$ cat src/rtl/arith_pkg.sv
// Shared arithmetic-unit constants: operand widths, FSM encoding and the
// iteration count used by the sequential divider.
package arith_pkg;

  localparam int DIVIDEND_W = 16;
  localparam int DIVISOR_W  = 8;
  // Partial remainder carries one extra bit so the trial subtract can see
  // the bit shifted out of the divisor-width window.
  localparam int REM_W      = DIVISOR_W + 1;
  localparam int ITERATIONS = 16;
  localparam int CNT_W      = 4;

  localparam logic [CNT_W-1:0] LAST_ITER = CNT_W'(ITERATIONS - 1);

  typedef enum logic [1:0] {
    ST_IDLE = 2'b00,
    ST_CALC = 2'b01,
    ST_DONE = 2'b10
  } state_e;

endpackage

$ cat src/rtl/subtractor.sv
// Combinational trial-subtract stage: diff = a - b, borrow set when b > a.
module subtractor
  import arith_pkg::*;
(
  input  logic [REM_W-1:0] a,
  input  logic [REM_W-1:0] b,
  output logic [REM_W-1:0] diff,
  output logic             borrow
);

  // One extra bit on the left catches the borrow out of the subtraction.
  assign {borrow, diff} = {1'b0, a} - {1'b0, b};

endmodule

$ cat src/rtl/divider.sv
// Sequential 16-by-8 unsigned restoring divider, one quotient bit per clock.
// The dividend register doubles as the quotient register: each iteration
// shifts one dividend bit out of the top and one quotient bit in at the
// bottom. Q and R are only written when a result is complete.
module divider
  import arith_pkg::*;
(
  input  logic                  Clk,
  input  logic                  Rst,
  input  logic                  Start,
  input  logic [DIVIDEND_W-1:0] X,
  input  logic [DIVISOR_W-1:0]  Y,
  output logic [DIVIDEND_W-1:0] Q,
  output logic [DIVISOR_W-1:0]  R,
  output logic                  Busy,
  output logic                  Done,
  output logic                  DivZero
);

  state_e                state_q,   state_d;
  logic [DIVIDEND_W-1:0] dvd_q,     dvd_d;
  logic [DIVISOR_W-1:0]  dvs_q,     dvs_d;
  logic [REM_W-1:0]      rem_q,     rem_d;
  logic [CNT_W-1:0]      cnt_q,     cnt_d;
  logic [DIVIDEND_W-1:0] q_q,       q_d;
  logic [DIVISOR_W-1:0]  r_q,       r_d;
  logic                  done_q,    done_d;
  logic                  divzero_q, divzero_d;

  logic [REM_W-1:0]      trial;
  logic [REM_W-1:0]      diff;
  logic                  borrow;
  logic                  qbit;
  logic [DIVIDEND_W-1:0] dvd_shifted;

  // Bring down the next dividend bit next to the partial remainder.
  assign trial = {rem_q[DIVISOR_W-1:0], dvd_q[DIVIDEND_W-1]};

  subtractor u_subtractor (
    .a      (trial),
    .b      ({1'b0, dvs_q}),
    .diff   (diff),
    .borrow (borrow)
  );

  assign qbit        = ~borrow;
  assign dvd_shifted = {dvd_q[DIVIDEND_W-2:0], qbit};

  // Next-state, datapath iteration and result capture.
  always_comb begin
    // NOTE: every signal gets a hold/default value first so no path through
    // the case statement leaves one unassigned (that would infer a latch).
    state_d   = state_q;
    dvd_d     = dvd_q;
    dvs_d     = dvs_q;
    rem_d     = rem_q;
    cnt_d     = cnt_q;
    q_d       = q_q;
    r_d       = r_q;
    done_d    = 1'b0;
    divzero_d = divzero_q;

    case (state_q)
      ST_CALC: begin
        // Restore on borrow by keeping the trial value unchanged.
        rem_d = borrow ? trial : diff;
        dvd_d = dvd_shifted;
        cnt_d = cnt_q + 1'b1;
        if (cnt_q == LAST_ITER) begin
          q_d     = dvd_shifted;
          r_d     = rem_d[DIVISOR_W-1:0];
          done_d  = 1'b1;
          state_d = ST_DONE;
        end
      end

      ST_DONE: begin
        state_d = ST_IDLE;
      end

      // IDLE, and the unused 2'b11 code which behaves as IDLE.
      default: begin
        state_d = ST_IDLE;
        if (Start) begin
          if (Y != '0) begin
            dvd_d     = X;
            dvs_d     = Y;
            rem_d     = '0;
            cnt_d     = '0;
            divzero_d = 1'b0;
            state_d   = ST_CALC;
          end else begin
            q_d       = '1;
            r_d       = '1;
            divzero_d = 1'b1;
            done_d    = 1'b1;
            state_d   = ST_DONE;
          end
        end
      end
    endcase
  end

  // State and datapath registers with asynchronous clear.
  always_ff @(posedge Clk or negedge Rst) begin
    // NOTE: sequential state uses non-blocking assignments so every register
    // samples the pre-edge values; all registers, including the internal
    // shift registers, are cleared so an aborted division leaves no residue.
    if (!Rst) begin
      state_q   <= ST_IDLE;
      dvd_q     <= '0;
      dvs_q     <= '0;
      rem_q     <= '0;
      cnt_q     <= '0;
      q_q       <= '0;
      r_q       <= '0;
      done_q    <= 1'b0;
      divzero_q <= 1'b0;
    end else begin
      state_q   <= state_d;
      dvd_q     <= dvd_d;
      dvs_q     <= dvs_d;
      rem_q     <= rem_d;
      cnt_q     <= cnt_d;
      q_q       <= q_d;
      r_q       <= r_d;
      done_q    <= done_d;
      divzero_q <= divzero_d;
    end
  end

  assign Q       = q_q;
  assign R       = r_q;
  assign Done    = done_q;
  assign DivZero = divzero_q;
  assign Busy    = (state_q == ST_CALC) || (state_q == ST_DONE);

endmodule

$ cat config.mk
export PLATFORM = sky130hd
export DESIGN_NAME = divider
export DESIGN_NICKNAME = d
export VERILOG_FILES = /design/src/rtl/arith_pkg.sv /design/src/rtl/subtractor.sv /design/src/rtl/divider.sv
export SDC_FILE = /design/constraint.sdc
export NUM_CORES = 1
export LEC_CHECK = 0
export ABC_CLOCK_PERIOD_IN_PS = 3550
export CORE_ASPECT_RATIO = 1.75
export CORE_MARGIN = 1
export CORE_UTILIZATION = 35
export DETAILED_ROUTE_END_ITERATION = 12
export GPL_TIMING_DRIVEN = 0
export MAX_ROUTING_LAYER = met4
export SLEW_MARGIN = 0
export SYNTH_ARGS = -nofsm -noshare
export SYNTH_HDL_FRONTEND = slang
export SYNTH_HIERARCHICAL = 1
export SYNTH_SLANG_ARGS = --single-unit
export TNS_END_PERCENT = 100
$ cat constraint.sdc
create_clock -name Clk -period 3.55 [get_ports Clk]
set_clock_uncertainty 0.05 [all_clocks]
set_input_delay 0.5325 -clock Clk [delete_from_list [all_inputs] [get_ports Clk]]
set_output_delay 0.5325 -clock Clk [all_outputs]
set_load 0.01 [all_outputs]
---- Word-level counts from Yosys, hierarchy flattened ----
Index checks and enable logic that the tools add are counted.
word-level totals
  register bits ........................... 64
  input bits .............................. 27
  output and inout port bits .............. 27
cells by class
  add/sub/neg operators ................... 2
  equal/unequal tests ..................... 5
  muxes and demuxes ....................... 26
  bitwise operators ....................... 3
  reduce and logical (&&, ||, !) cells .... 9
operator list
  operator                                                          count
  16-bit two-way mux                                                5
  16-bit case mux with 2 select lines                               2
  8-bit two-way mux                                                 6
  8-bit case mux with 2 select lines                                2
  9-bit by 8-bit subtractor with 10-bit output                      1
  4-bit two-way mux                                                 2
  4-bit case mux with 2 select lines                                1
  8-bit nonzero test                                                1
  2-bit two-way mux                                                 3
  3-bit AND reduction                                               2
  4-bit by 1-bit adder with 4-bit output (second input constant)    1
  4-bit == test (second input constant)                             1
  2-bit case mux with 2 select lines                                1
  4-bit AND reduction                                               1
  2-bit nonzero test                                                2
  1-bit two-way mux                                                 3
  1-bit inverter                                                    3
  2-bit by 1-bit == test with 1-bit output (second input constant)  1
  2-bit == test (second input constant)                             1
  2-bit by 1-bit != test with 1-bit output (second input constant)  1
  2-bit != test (second input constant)                             1
  1-bit case mux with 2 select lines                                1
  2-bit AND reduction                                               1
  2-bit OR reduction                                                1
  1-bit logical OR                                                  1

---- Depth between registers and ports, before layout ----
Gate-level depths: netlist of run 1.
  depth after elaboration ................. 4
  mapped depth ............................ 10
  mapped depth without buffers ............ 10

---- Hierarchy ----
Netlist of run 1, hierarchy kept.
modules (own cells, without submodules)
  module      instances  cells each  area an instance (um^2)  seq. area each (um^2)
  divider     1          202         2687.6                   1601.5
  subtractor  1          50          369.1                    0.0

---- Least setup slack after synthesis of run 1 ----
Ideal clock, no wire load.
  path type ............................... register -> register
  start ................................... register rem_q[0]
  end ..................................... register r_q[0], in the netlist R[0]
  library setup time ...................... 0.143 ns
  arrival time ............................ 2.218 ns
  data required time ...................... 3.357 ns
  setup slack ............................. 1.139 ns
  cell stages (with the launch flop) ...... 9
  clock period less this slack ............ 2.411 ns
  path through ............................ dfrtp_1 > ha_1 > a21o_1 > a21o_1 > a41o_1 > a31oi_1 > buf_1 > mux2i_1 > a2bb2oi_1
between the ends
  cells in the longest elaborated chain, start to end .. 4
ends and longest elaborated chain
  what                                          line              text
  from (decl)                                   divider.sv:23     logic [REM_W-1:0] rem_q, rem_d;
  from (signal assigned)                        divider.sv:123    rem_q <= rem_d;
  9-bit by 8-bit subtractor with 10-bit output  subtractor.sv:12  assign {borrow, diff} = {1'b0, a} - {1'b0, b};
  via borrow                                    divider.sv:32     logic borrow;
  8-bit two-way mux                             divider.sv:66     rem_d = borrow ? trial : diff;
  8-bit two-way mux                             divider.sv:69     if (cnt_q == LAST_ITER) begin
  8-bit case mux with 2 select lines            divider.sv:63     case (state_q)
  to (signal assigned)                          divider.sv:126    r_q <= r_d;
  to (decl)                                     divider.sv:26     logic [DIVISOR_W-1:0] r_q, r_d;
The timed path passes the listed nets, and every way through them passes these cells. The select of a mux whose other input is x is not followed.
A chain may end at the register's enable or synchronous reset.

---- Worst setup path after layout of run 1 ----
  start ................................... register rem_q[0]
  end ..................................... register r_q[2], in the netlist R[2]
The elaborated chain is that of the path after synthesis.

==> results of run 1 <==
## report_power, final
| part | total [µW] | internal, µW | leakage, µW | switching [µW] |
|---|---|---|---|---|
| logic | 1140 | 569 | 0.000854 | 567 |
| registers | 1070 | 934 | 0.000768 | 140 |
| clock network | 933 | 633 | 0.000154 | 301 |
## sequential cells by signal (all words and copies together) (netlist names)
signal and cells:
cnt_q 4, rem_q 8, dvs_q 8, R 8, Q 16, state_q 2, dvd_q 16, Done 1
DivZero 1
## worst paths after layout
check | depth (start not counted) | slack (ns) | end
setup / recovery | 8 | 0.71 | R[2]$_DFFE_PN0P_
hold / removal | 1 | 0.24 | dvd_q[3]$_DFFE_PN0P_
setup reg to reg | 8 | 0.71 | R[2]$_DFFE_PN0P_
hold reg to reg | 1 | 0.43 | Q[4]$_DFFE_PN0P_
max in group asynchronous | 1 | 2.66 | DivZero$_DFFE_PN0P_
min in group Clk | 1 | 0.43 | Q[4]$_DFFE_PN0P_
## layer usage
layer	routed length (µm)	global-route usage, %	up-vias
li1	-	-	1043
met1	2670	18.7	1062
met2	3720	28.6	49
met3	290	5.42	11
met4	164	8.07	0
met5	0	-	-
## stage by stage
step           worst slack [ns]  std cells  power (µW)
6_report                  0.708        431        3140
5_1_grt                   0.537        431        3360
4_1_cts                   0.684        431        3190
3_5_place_dp              0.700        415        2240
3_3_place_gp             -0.253        415        2220
2_1_floorplan              1.14        247        1880
## final cells by class
type,instances,area (µm²),share of cell area [%]
Timing Repair Buffer,53,528,13.2
Multi-Input combinational cell,155,1290,32.1
Sequential cell,64,1600,40.0
Clock inverter,3,65.1,1.62
Inverter,16,60.1,1.50
Clock buffer,13,250,6.25
Buffer,12,71.3,1.78
Tap cell,115,144,3.59
## placed cells by master, fill, tap and decap left out, types with 2 or more instances in the layout
cell type         n
o221a_1          10
buf_6             3
nor2_1            6
o21ai_0           3
o221a_2           6
clkdlybuf4s50_1  52
nand2b_1         18
xnor2_1           3
buf_2             3
nand3_1           5
o2bb2ai_1         8
o22a_1           15
clkbuf_16         9
a2bb2oi_1         9
a21o_1            4
and2_1            2
xor2_1            3
ha_1             12
nor4_1            2
mux2_2            9
mux2i_1          10
inv_1            15
nand2_1           7
bufinv_16         2
clkbuf_1          8
a21oi_1           7
dfrtp_1          64
## worst max-delay path: cells and delay by family (launching register included)
family,cells,cell delay [ns]
mux,1,0.41
fa+ha+maj,1,0.31
compound gates,5,0.94
buf+inv,1,0.55
flops,1,0.43
==> results.yml, run 1 <==
sta:
  rsz0062_at_grt: "false"
  timing.final.crit_share_pct: 80.1
  maxSlewHeadroom_pct: 45.7
  finalSetupViolCount: 0
  fin_crit_ns: 2.84
  hold_viol: 0
  tightest_slew_ns: 0.815
  max_freq_mhz: 352
  setup_tns_ns: 0
  slew_viol_final: 0
  hold_ws_ns: 0.237
logic_synthesis:
  syn_area_per_cell_um2: 12.2
  syn_nets: 287
  yosysWarnings: 6
  synth_area_um2: 3020
  synthCells: 247
critical_path:
  start_kind: "flop"
  worstPathCellList: "ha_1 > a21o_1 > a21o_1 > a41o_1 > a31oi_1 > buf_1 > mux2i_1 > a2bb2oi_1"
  startpoint: "rem_q[0]$_DFFE_PN0P_"
  arrival_ns: 2.97
  cpMostUsedCell: "a21o_1"
  crit_path_end_kind: "flop"
  crit_type: "reg -> reg"
  critical-path-slowest-cell: "buf_1"
  cp_slowest_stage_delay_ns: 0.55
  critical_path_required_ns: 3.68
  reg2reg_from: "rem_q[0]$_DFFE_PN0P_"
  crit_fanout: 10
die:
  die_y_um: 125
  core-area_um2: 8310
  row_count: 44
  die_area_um2: 9020
  die_w_um: 72.2
  initial_core_util_pct: 36.3
  ios: 54
cts:
  hold_buffers: 0
  htree_levels: 3
  cts_tree: "built"
  cts.clk_slew.worst_paths_ns: 0.05
  clock_latency_ns: 0.33
  postCtsSetupBuffers: 0
  cts_root_buf: "clkbuf_16"
  cts_max_path_buffers: 2
  clock_sinks: 64
  cts_buffers: 9
  cts-resized-gates: 0
finish:
  drive_gt1_share_pct: 12.0
  fill_cells: 789
  nNetsFinal: 351
  insertedDiodeCount: 0
  stdcell_area_um2: 4010
  syn2layout_area_growth_pct: 32.7
  utilization_pct: 48.2
placement:
  finalWeightedCongestion: 0.733
  dp_hpwl_um: 4920
  placed_area_um2: 3690
  port_buffers: 53
pwr:
  ir_drop_uv: 303
  powerDensity_nw_per_um2: 785
  leakage_uw: 0.00178
detailed_routing:
  wl_per_cell_um: 15.9
  vias: 2165
  drtAntennaViolNets: 0
  wl_um: 6850
  viasPerCell: 5.02
  remaining_drc_errors: 0
  dr.pass1.iters: 4
  drt-initial-drc-count: 72
run_status:
  outcome: "completed"
global_route:
  antenna_found_initial: 0
  gr-total-overflow: 0
  grt_max_degree: 65
  grt_pass1_wl_um: 11100
  grt_usage_pct: 17.4
  grt_pass1_vias: 2243
run:
  cap_violations: 0
min_path:
  hp-class: "in -> async"
Note: power is estimated with default switching activity, not from simulation.
==> run 2, diff against run 1 <==
--- a/config.mk
+++ b/config.mk
@@ -5,7 +5,7 @@
 export SDC_FILE = /design/constraint.sdc
 export NUM_CORES = 1
 export LEC_CHECK = 0
-export ABC_CLOCK_PERIOD_IN_PS = 3550
+export ABC_CLOCK_PERIOD_IN_PS = 2930
 export CORE_ASPECT_RATIO = 1.75
 export CORE_MARGIN = 1
 export CORE_UTILIZATION = 35
==> constraint.sdc (replaced) <==
create_clock -name Clk -period 2.93 [get_ports Clk]
set_clock_uncertainty 0.05 [all_clocks]
set_input_delay 0.4395 -clock Clk [delete_from_list [all_inputs] [get_ports Clk]]
set_output_delay 0.4395 -clock Clk [all_outputs]
set_load 0.01 [all_outputs]
==> run 2 against run 1 <==
  * Die area is the same
  * Via count shrank 0.18%
  * Final area is essentially flat
  * Total power grew 21%
  * Sequential share of layout area is essentially flat
  * Highest routed layer unchanged
==> results.yml, run 2 (synthesized netlist as in run 1, its figures left out) <==
run_status:
  outcome: "completed"
global_route:
  antenna_found_initial: 0
  grt_pass1_wl_um: 11100
  grt_usage_pct: 17.4
  grt_pass1_vias: 2243
  gr-total-overflow: 0
  grt_max_degree: 65
run:
  cap_violations: 0
sta:
  maxSlewHeadroom_pct: 45.7
  finalWorstSetupSlack_ns: 0.333
  fin_crit_ns: 2.60
  max_freq_mhz: 385
  slew_viol_final: 0
  timing.final.crit_share_pct: 88.6
  tightest_slew_ns: 0.814
  setup_tns_ns: 0
  rsz0062_at_grt: "false"
  hold_viol: 0
  finalSetupViolCount: 0
cts:
  cts_max_path_buffers: 2
  hold_buffers: 0
  clock_sinks: 64
  clock_latency_ns: 0.33
  cts-resized-gates: 0
  cts_buffers: 9
  cts_tree: "built"
  cts_root_buf: "clkbuf_16"
  htree_levels: 3
  postCtsSetupBuffers: 0
  cts.clk_slew.worst_paths_ns: 0.05
detailed_routing:
  wl_per_cell_um: 15.9
  dr.pass1.iters: 4
  vias: 2161
  drtAntennaViolNets: 0
  drt-initial-drc-count: 81
  wl_um: 6850
  viasPerCell: 5.01
  remaining_drc_errors: 0
finish:
  utilization_pct: 48.2
  layout_common_cells: "dfrtp_1 (64), clkdlybuf4s50_1 (52), nand2b_1 (18)"
  multiInputGateArea_um2: 1290
  syn2layout_area_growth_pct: 32.7
  drive_gt1_share_pct: 12.3
  seq_area_um2: 1600
  final_common_cell: "dfrtp_1"
  insertedDiodeCount: 0
  nNetsFinal: 351
  fill_cells: 788
placement:
  dp_worst_setup_slack_ns: 0.0798
  finalWeightedCongestion: 0.733
  dp_hpwl_um: 4920
  port_buffers: 53
critical_path:
  critical_path_required_ns: 3.06
  startpoint: "rem_q[0]$_DFFE_PN0P_"
  reg2reg_to: "R[2]$_DFFE_PN0P_"
  reg2reg_from: "rem_q[0]$_DFFE_PN0P_"
  crit_fanout: 10
  r2r_setup_slack_ns: 0.33
  arrival_ns: 2.72
  rr_worst_depth: 8
  endpoint: "R[2]$_DFFE_PN0P_"
  crit_type: "reg -> reg"
  start_kind: "flop"
  crit_path_end_kind: "flop"
die:
  row_count: 44
  die_w_um: 72.2
  core-area_um2: 8310
  ios: 54
  initial_core_util_pct: 36.3
  die_y_um: 125
  die_area_um2: 9020
min_path:
  hp-class: "in -> async"
pwr:
  powerDensity_nw_per_um2: 950
  leakage_uw: 0.00178
  ir_drop_uv: 367
## run 2: critical path, cell delays in order (launching register included)
cell and delay, ns:
dfrtp_1 0.43, ha_1 0.31, a21o_1 0.18, a21o_1 0.21, a41o_1 0.27, a31oi_1 0.17
clkbuf_2 0.32, mux2i_1 0.38, a2bb2oi_1 0.12
## run 2: layout make-up
class | count | share of cell area (%)
Inverter | 16 | 1.50
Multi-Input combinational cell | 155 | 32.1
Timing Repair Buffer | 53 | 13.2
Buffer | 12 | 1.81
Tap cell | 115 | 3.59
Clock buffer | 13 | 6.24
Clock inverter | 3 | 1.62
Sequential cell | 64 | 40.0
## run 2: how the worst min path moves through the flow
stage	end	start	cells past startpoint	slack, ns
3_5_place_dp	Q[4]$_DFFE_PN0P_	Q[4]$_DFFE_PN0P_	1	0.43
2_1_floorplan	DivZero$_DFFE_PN0P_	Rst	0	0.09
4_1_cts	Q[3]$_DFFE_PN0P_	Rst	1	0.19
6_report	dvd_q[3]$_DFFE_PN0P_	Rst	1	0.14
5_1_grt	Q[14]$_DFFE_PN0P_	Rst	1	0.23
3_3_place_gp	Q[12]$_DFFE_PN0P_	Q[12]$_DFFE_PN0P_	1	0.42
## run 2: through the flow
| stage | instances | hold WS [ns] | area [µm²] | total power, µW |
|---|---|---|---|---|
| finish | 431 | 0.144 | 4010 | 3810 |
| global route | 431 | 0.228 | 4010 | 4070 |
| CTS | 431 | 0.187 | 4010 | 3870 |
| detailed placement | 415 | 0.426 | 3690 | 2710 |
| global placement | 415 | 0.420 | 3690 | 2690 |
| floorplan | 247 | 0.0939 | 3020 | 2280 |
## run 2: power breakdown
group          total (µW)  internal (µW)  switching [µW]
clock                1130            766             364
combinational        1380            689             687
sequential           1300           1130             170
## run 2: layer usage
| metal | vias up | share of wire [%] | global-route usage, % |
|---|---|---|---|
| li1 | 1043 | - | - |
| met1 | 1062 | 39 | 18.7 |
| met2 | 45 | 54 | 28.6 |
| met3 | 11 | 3.9 | 5.42 |
| met4 | 0 | 2.4 | 8.07 |
| met5 | - | 0 | - |
==> run 3, diff against run 2 <==
--- a/config.mk
+++ b/config.mk
@@ -10,7 +10,7 @@
 export CORE_MARGIN = 1
 export CORE_UTILIZATION = 35
 export DETAILED_ROUTE_END_ITERATION = 12
-export GPL_TIMING_DRIVEN = 0
+export GPL_TIMING_DRIVEN = 1
 export MAX_ROUTING_LAYER = met4
 export SLEW_MARGIN = 0
 export SYNTH_ARGS = -nofsm -noshare
==> run 3 against run 2 <==
  * Combinational power about the same
  * Critical path depth unchanged
  * Via count is 2.0% higher
  * Utilization is essentially flat
  * Final cell count decreased by 1.2%
  * First-iteration DRC count rose by 44%
  * Wire length rose by 1.9%
  * Die area unchanged
  * Sequential power about the same
==> results.yml, run 3 (synthesized netlist as in run 1, its figures left out) <==
pwr:
  leakage_uw: 0.00178
  combPwrFrac_pct: 36.9
  ir_drop_uv: 404
  p_seq_share_pct: 34.0
  powerDensity_nw_per_um2: 957
  p_clk_share_pct: 29.1
  intPower_uw: 2570
  switching_share_pct: 32.9
  power.switching_uw: 1260
finish:
  layout_common_cells: "dfrtp_1 (64), clkdlybuf4s50_1 (52), nand2b_1 (18)"
  final_common_cell: "dfrtp_1"
  stdcell_area_um2: 4010
  nNetsFinal: 346
  drive_gt1_share_pct: 13.5
  final_cells: 426
  multiInputGateArea_um2: 1290
  insertedDiodeCount: 0
  fill_cells: 783
  syn2layout_area_growth_pct: 32.7
  seq_area_um2: 1600
die:
  initial_core_util_pct: 36.3
  die_y_um: 125
  die_w_um: 72.2
  core-area_um2: 8310
  row_count: 44
  ios: 54
  die_area_um2: 9020
cts:
  cts.clk_slew.worst_paths_ns: 0.05
  clock_sinks: 64
  cts_tree: "built"
  clock_latency_ns: 0.33
  htree_levels: 3
  cts-resized-gates: 0
  cts_buffers: 9
  cts_root_buf: "clkbuf_16"
  postCtsSetupBuffers: 0
  cts_max_path_buffers: 2
  hold_buffers: 0
detailed_routing:
  wl_per_cell_um: 16.4
  viasPerCell: 5.18
  drt-initial-drc-count: 117
  dr.pass1.iters: 4
  wl_um: 6980
  drtAntennaViolNets: 0
  remaining_drc_errors: 0
  vias: 2205
sta:
  slew_viol_final: 0
  rsz0062_at_grt: "false"
  hold_viol: 0
  timing.final.crit_share_pct: 81.8
  fin_crit_ns: 2.40
  maxSlewHeadroom_pct: 45.9
  hold_ws_ns: 0.230
  setup_tns_ns: 0
  tightest_slew_ns: 0.812
  finalWorstSetupSlack_ns: 0.533
  finalSetupViolCount: 0
  max_freq_mhz: 417
global_route:
  gr-total-overflow: 0
  grt_pass1_vias: 2300
  grt_pass1_wl_um: 11500
  grt_max_degree: 65
  grt_usage_pct: 17.7
  antenna_found_initial: 0
critical_path:
  arrival_ns: 2.52
  crit_path_end_kind: "flop"
  critical_path_required_ns: 3.06
  crit_type: "reg -> reg"
  start_kind: "flop"
  crit_fanout: 10
run:
  cap_violations: 0
run_status:
  outcome: "completed"
placement:
  dp_hpwl_um: 4850
  finalWeightedCongestion: 0.881
  placed_area_um2: 3690
  dpl.cell_count: 410
  port_buffers: 53
  dp_worst_setup_slack_ns: 0.448
min_path:
  hp-class: "in -> async"
[run 3: final timing paths]
| check | startpoint | endpoint | slack [ns] | cells after the start |
|---|---|---|---|---|
| setup / recovery | rem_q[0]$_DFFE_PN0P_ | R[3]$_DFFE_PN0P_ | 0.53 | 8 |
| max in group asynchronous | Rst | dvd_q[10]$_DFFE_PN0P_ | 2.06 | 2 |
| setup reg to reg | rem_q[0]$_DFFE_PN0P_ | R[3]$_DFFE_PN0P_ | 0.53 | 8 |
| hold / removal | Rst | Q[3]$_DFFE_PN0P_ | 0.23 | 2 |
| min in group Clk | Q[11]$_DFFE_PN0P_ | Q[11]$_DFFE_PN0P_ | 0.44 | 1 |
| hold reg to reg | Q[11]$_DFFE_PN0P_ | Q[11]$_DFFE_PN0P_ | 0.44 | 1 |
[run 3: final cells by class]
type,instances,share of cell area (%)
multi-input cells,155,32.2
flip-flops and latches,64,40.0
well taps,115,3.59
clock inverters,2,0.875
inverters,16,1.50
clock buffers,14,7.09
repair buffers,60,14.7
[run 3: layer usage]
| layer | up-vias | part of all wire, % | GRT usage, % |
|---|---|---|---|
| met1 | 1084 | 39 | 18.6 |
| met5 | - | 0 | - |
| met4 | 0 | 3.8 | 10.4 |
| met2 | 62 | 53 | 28.9 |
| li1 | 1040 | - | - |
| met3 | 19 | 4.8 | 4.69 |
[run 3: metrics by stage]
| stage | total power [µW] | util, % |
|---|---|---|
| final | 3830 | 48.2 |
| after global routing | 4090 | 48.2 |
| after CTS | 3870 | 48.2 |
| after detailed placement | 2740 | 44.3 |
| after global placement | 2720 | 44.3 |
| after floorplan | 2280 | - |
[run 3: critical path, stage by stage, from the launching register on]
cell and delay, ns:
dfrtp_1 0.43, ha_1 0.31, a21o_1 0.17, a21o_1 0.20, a41o_1 0.26, a31oi_1 0.16
buf_4 0.22, mux2i_1 0.33, a2bb2oi_1 0.11
[run 3: power groups by stage]
stage,combinational (µW),clock [µW],sequential [µW]
4_1_cts,1430,1140,1310
6_report,1410,1110,1300
5_1_grt,1570,1180,1340
3_5_place_dp,1420,0,1320
3_3_place_gp,1400,0,1320
2_1_floorplan,1000,0,1280
